### config.mk
export PLATFORM = sky130hd
export DESIGN_NAME = peripheral_input_conditioner
export DESIGN_NICKNAME = d
export VERILOG_FILES = /design/src/rtl/peripheral_input_conditioner.sv
export SDC_FILE = /design/constraint.sdc
export NUM_CORES = 1
export LEC_CHECK = 0
export ABC_AREA = 1
export BUFFER_PORTS_ARGS = -buffer_cell sky130_fd_sc_hd__buf_4
export CAP_MARGIN = 5
export CORE_MARGIN = 2
export CORE_UTILIZATION = 45
export DETAILED_ROUTE_END_ITERATION = 6
export PLACE_DENSITY = 0.64
export SETUP_SLACK_MARGIN = 0.5
export SLEW_MARGIN = 25
export SYNTH_ARGS = -nofsm -noshare
export SYNTH_HDL_FRONTEND = slang
export SYNTH_SLANG_ARGS = --single-unit
### constraint.sdc
create_clock -name clk -period 4.1 [get_ports clk]
set_input_delay 0.41 -clock clk [delete_from_list [all_inputs] [get_ports clk]]
set_output_delay 0.41 -clock clk [all_outputs]
set_load 0.1 [all_outputs]
### src/rtl/peripheral_input_conditioner.sv
// Board-pin conditioner: synchronises and debounces buttons and switches, then derives edge pulses
// and per-button sticky press/overflow flags for the CPU-facing status bus.
module peripheral_input_conditioner #(
    parameter int NUM_BUTTONS     = 5,
    parameter int NUM_SWITCHES    = 16,
    parameter int DEBOUNCE_CYCLES = 100000,
    parameter int SYNC_STAGES     = 2
) (
    input  logic                                clk,
    input  logic                                rst,
    input  logic [NUM_BUTTONS-1:0]              buttons_raw,
    input  logic [NUM_SWITCHES-1:0]             switches_raw,
    output logic [NUM_BUTTONS+NUM_SWITCHES-1:0] status_bus,
    output logic [NUM_BUTTONS-1:0]              press_pulse,
    output logic [NUM_BUTTONS-1:0]              release_pulse,
    output logic [NUM_SWITCHES-1:0]             switch_pulse,
    output logic [NUM_BUTTONS-1:0]              press_pending,
    output logic [NUM_BUTTONS-1:0]              press_overflow,
    input  logic [NUM_BUTTONS-1:0]              event_clear,
    output logic                                any_pending
);

    localparam int N  = NUM_BUTTONS + NUM_SWITCHES;
    localparam int CW = $clog2(DEBOUNCE_CYCLES + 1);

    typedef enum logic {
        ST_STABLE  = 1'b0,
        ST_PENDING = 1'b1
    } deb_state_e;

    // Buttons occupy the MSBs throughout, so stable_q maps directly onto status_bus.
    logic [N-1:0]           raw;
    logic [N-1:0]           sync;
    logic [N-1:0]           sync_q [SYNC_STAGES];
    deb_state_e             state_q [N];
    logic [CW-1:0]          cnt_q [N];
    logic [N-1:0]           stable_q;
    logic [N-1:0]           rise_q;
    logic [N-1:0]           fall_q;
    logic [NUM_BUTTONS-1:0] pend_q;
    logic [NUM_BUTTONS-1:0] pend_d;
    logic [NUM_BUTTONS-1:0] ovf_q;
    logic [NUM_BUTTONS-1:0] ovf_d;
    logic [NUM_BUTTONS-1:0] press_evt;

    assign raw  = {buttons_raw, switches_raw};
    assign sync = sync_q[SYNC_STAGES-1];

    always_ff @(posedge clk) begin
        if (rst) begin
            for (int k = 0; k < SYNC_STAGES; k++) begin
                sync_q[k] <= '0;
            end
        end else begin
            sync_q[0] <= raw;
            for (int k = 1; k < SYNC_STAGES; k++) begin
                sync_q[k] <= sync_q[k-1];
            end
        end
    end

    // Pulses are written in the same edge as the stable bit so both become visible together.
    always_ff @(posedge clk) begin
        if (rst) begin
            stable_q <= '0;
            rise_q   <= '0;
            fall_q   <= '0;
            for (int i = 0; i < N; i++) begin
                state_q[i] <= ST_STABLE;
                cnt_q[i]   <= '0;
            end
        end else begin
            rise_q <= '0;
            fall_q <= '0;
            for (int i = 0; i < N; i++) begin
                case (state_q[i])
                    ST_STABLE: begin
                        if (sync[i] != stable_q[i]) begin
                            if (DEBOUNCE_CYCLES == 1) begin
                                stable_q[i] <= sync[i];
                                rise_q[i]   <= sync[i];
                                fall_q[i]   <= ~sync[i];
                            end else begin
                                cnt_q[i]   <= CW'(1);
                                state_q[i] <= ST_PENDING;
                            end
                        end
                    end
                    ST_PENDING: begin
                        if (sync[i] == stable_q[i]) begin
                            cnt_q[i]   <= '0;
                            state_q[i] <= ST_STABLE;
                        end else if (cnt_q[i] == CW'(DEBOUNCE_CYCLES - 1)) begin
                            stable_q[i] <= sync[i];
                            rise_q[i]   <= sync[i];
                            fall_q[i]   <= ~sync[i];
                            cnt_q[i]    <= '0;
                            state_q[i]  <= ST_STABLE;
                        end else begin
                            cnt_q[i] <= cnt_q[i] + CW'(1);
                        end
                    end
                endcase
            end
        end
    end

    // A press arriving with a clear sets pending but the clear still consumes any old overflow.
    always_comb begin
        press_evt = rise_q[N-1:NUM_SWITCHES];
        pend_d    = (pend_q & ~event_clear) | press_evt;
        ovf_d     = (ovf_q & ~event_clear) | (press_evt & pend_q & ~event_clear);
    end

    always_ff @(posedge clk) begin
        if (rst) begin
            pend_q <= '0;
            ovf_q  <= '0;
        end else begin
            pend_q <= pend_d;
            ovf_q  <= ovf_d;
        end
    end

    assign status_bus     = stable_q;
    assign press_pulse    = rise_q[N-1:NUM_SWITCHES];
    assign release_pulse  = fall_q[N-1:NUM_SWITCHES];
    assign switch_pulse   = rise_q[NUM_SWITCHES-1:0] | fall_q[NUM_SWITCHES-1:0];
    assign press_pending  = pend_q;
    assign press_overflow = ovf_q;
    assign any_pending    = |pend_q;

endmodule

==> flow_metrics.py <==
metrics = {
    "global_route": {
        "antenna_found_initial": 1,
        "grt_pass1_wl_mm": 96.2,
        "grt_pass1_vias": 20300,
        "grt_overflow": 0,
        "grtUsageTotal_pct": 17.9,
        "grt_max_degree": 48,
    },
    "yosys": {
        "synth_async_sr_flop_share_pct": 0,
        "yosys_most_used_dff": "edfxtp_1",
        "synth_nets": 3434,
        "synth_edf_count": 378,
        "synth_commonest_cells": "639 x nor2_1, 625 x nand2_1, 488 x inv_1, 378 x edfxtp_1, 236 x nand3_1",
        "synthAdderAreaFrac_pct": 0.949,
        "synthSimpleGateAreaFrac_pct": 32.4,
        "yosysTopAreaCellShare_pct": 41.0,
        "yosys-mux-area-fraction_pct": 0,
        "synth.most_common_cell": "nor2_1",
        "synthXorXnorAreaFrac_pct": 4.49,
        "synth_compound_area_share_pct": 4.62,
        "synth_cell_types": 48,
        "synth_top_family_by_area": "simple AND/OR/NAND/NOR gates",
        "synth_cells": 3385,
        "ys_warn_count": 0,
        "synth_area_leaders": "edfxtp_1 41%, nor2_1 8.7%, nand2_1 8.5%",
        "synth-seq-cells": 493,
        "ys_seq_area_share_pct": 49.3,
        "synth.largest_area_cell": "edfxtp_1",
        "syn_avg_cell_area_um2": 8.18,
        "netlist_area_um2": 27700,
    },
    "placed_design": {
        "io_buffers": 85,
        "place_congestion": 0.866,
        "dp.cells": 4211,
        "place_hpwl_mm": 39.8,
        "preCtsSetupSlack_ns": 1.60,
    },
    "floorplan": {
        "fp.dieW_um": 252,
        "io_pins": 86,
        "coreArea_um2": 60600,
        "num_rows": 90,
        "start_util_pct": 45.7,
        "die-area_um2": 63500,
        "die_h_um": 252,
    },
    "clocking": {
        "cts_tree": "yes",
        "cts_resized": 0,
        "cts_buffers": 58,
        "htreeDepth": 2,
        "clock_sinks": 493,
        "cts_buffer_depth": 3,
        "clk_latency_ns": 0.61,
        "clk_pin_slew_ns": 0.06,
        "ctsRootBufferMaster": "clkbuf_16",
    },
    "worst_setup_path": {
        "critPathCaptureType": "register",
        "critPathArrivalTime_ns": 2.36,
        "cp-start-kind": "register",
        "crit_fanout": 16,
        "criticalPathCategory": "reg -> reg",
        "required_ns": 4.41,
        "r2r_cells": 7,
    },
    "sta": {
        "final.setup.worst_slack_ns": 2.05,
        "setup_viol": 0,
        "finalMaxSlewViolations": 0,
        "clock_skew_ns": 0.0105,
        "max_clock_freq_mhz": 489,
        "hold_viol": 0,
        "fin_crit_sh_pct": 49.9,
        "min_period_ns": 2.05,
        "relSlewSlack_pct": 40.5,
        "rsz0062_at_grt": "no",
        "worstMarginPinSlew_ns": 0.890,
        "tns_ns": 0,
    },
    "routing": {
        "drc": 0,
        "firstDrtPassIters": 5,
        "ant_nets": 0,
        "wire_per_inst_um": 13.1,
        "viasPerCell": 5.00,
        "drtIter0Drc": 1291,
        "detailroute.via_count": 21700,
        "totalWireLength_mm": 56.8,
    },
    "cells_and_area": {
        "finish.net_count": 3553,
        "fin_cells": 4336,
        "drive_above_1_share_pct": 10.7,
        "fill_cells": 5820,
        "n_antenna_cell": 0,
        "utilization_pct": 51.3,
        "area_delta_synth_final_pct": 12.3,
    },
    "hold_path": {
        "hold_class": "in -> reg",
        "hold_path_depth": 3,
    },
    "outcome": {
        "status": "finished, final reports clean",
    },
    "run": {
        "maxCapViolCount": 0,
    },
    "power_and_ir_drop": {
        "cellLeakagePower_nw": 11.9,
        "p_per_area_nw_per_um2": 386,
        "peakVddDrop_mv": 0.390,
        "power_mw": 12.0,
    },
}
-- registers in the layout, summed over array words and instances (netlist names) --
register and count:
cnt_q 357, sync_q 42, fall_q 21, rise_q 21, state_q 21, status_bus 21, press_overflow 5, press_pending 5
-- critical path, stage by stage (launching register included) --
cell	delay (ns)
edfxtp_1	0.39
ha_1	0.23
nand2_1	0.13
nor2_4	0.15
nand3_1	0.17
o21bai_4	0.39
inv_1	0.13
a21oi_1	0.16
-- report_power, final --
group,total (mW),internal (mW),switching (mW)
Sequential,6.01,5.71,0.298
Clock,5.23,3.13,2.10
Combinational,0.774,0.246,0.528
-- area by class of cell --
type	instances	area, um^2	area share [%]
Tap cell	782	978	3.15
Sequential cell	493	13700	43.9
Multi-Input combinational cell	2343	11800	37.8
Clock buffer	88	1860	6.00
Inverter	501	1880	6.05
Clock inverter	22	120	0.386
Timing Repair Buffer	107	841	2.70
-- logic make-up (layout without fill, tap and decap cells) --
kind of cell,Yosys count,count (layout)
XOR/XNOR,142,142
AND/OR/NAND/NOR,1958,1958
buffers and inverters,549,718
AO/OA/AOI/OAI,222,222
adder cells (fa/ha/maj),21,21
flip-flops,493,493
-- metal layers --
layer | wire length (um) | track usage (%) | vias up
met5 | 0 | 0 | -
met4 | 1140 | 4.94 | 0
met3 | 2060 | 2.81 | 80
met2 | 25500 | 29.2 | 297
met1 | 28100 | 24.8 | 9939
li1 | - | - | 11300
-- final timing paths --
check | from | endpoint | slack [ns]
worst max-delay path | cnt_q[1][68] | state_q[1][4] | 2.05
worst max register to register | cnt_q[1][68] | state_q[1][4] | 2.05
worst min-delay path | switches_raw[5] | sync_q[0][5] | 0.03
worst min register to register | sync_q[0][5] | sync_q[0][26] | 0.40
-- what timing repair did --
| action | in CTS | in global routing |
|---|---|---|
| setup buffers | 0 | 0 |
| endpoints found under the hold margin | 15 | 0 |
| hold buffers | 15 | 0 |
-- placed cells by master, fill, tap and decap left out, types with 14 or more instances in the layout --
| cell | Yosys | layout |
|---|---|---|
| nor3_2 | 15 | 15 |
| inv_1 | 488 | 488 |
| dfxtp_1 | 115 | 115 |
| o21ai_0 | 44 | 44 |
| ha_1 | 21 | 21 |
| a21oi_2 | 23 | 23 |
| nand2_1 | 625 | 625 |
| nor2_1 | 639 | 639 |
| clkinv_2 | 0 | 18 |
| xnor2_1 | 37 | 37 |
| nand4_1 | 126 | 126 |
| dlygate4sd3_1 | 0 | 15 |
| nand2_2 | 21 | 21 |
| edfxtp_1 | 378 | 378 |
| a21oi_1 | 126 | 126 |
| or2_2 | 33 | 33 |
| xor2_1 | 105 | 105 |
| buf_4 | 16 | 92 |
| nor2_2 | 30 | 30 |
| clkbuf_16 | 0 | 66 |
| nand3_2 | 14 | 14 |
| nand3_1 | 236 | 236 |
| nor2_4 | 20 | 20 |
| nor3_1 | 141 | 141 |
-- through the flow --
step	area, um^2	hold slack (ns)
6_report	31100	0.0344
5_1_grt	31100	0.0231
4_1_cts	31100	0.00154
3_5_place_dp	29000	0.394
3_3_place_gp	29000	0.388
2_1_floorplan	27700	0.388
Power figures use the tool's default switching activity.
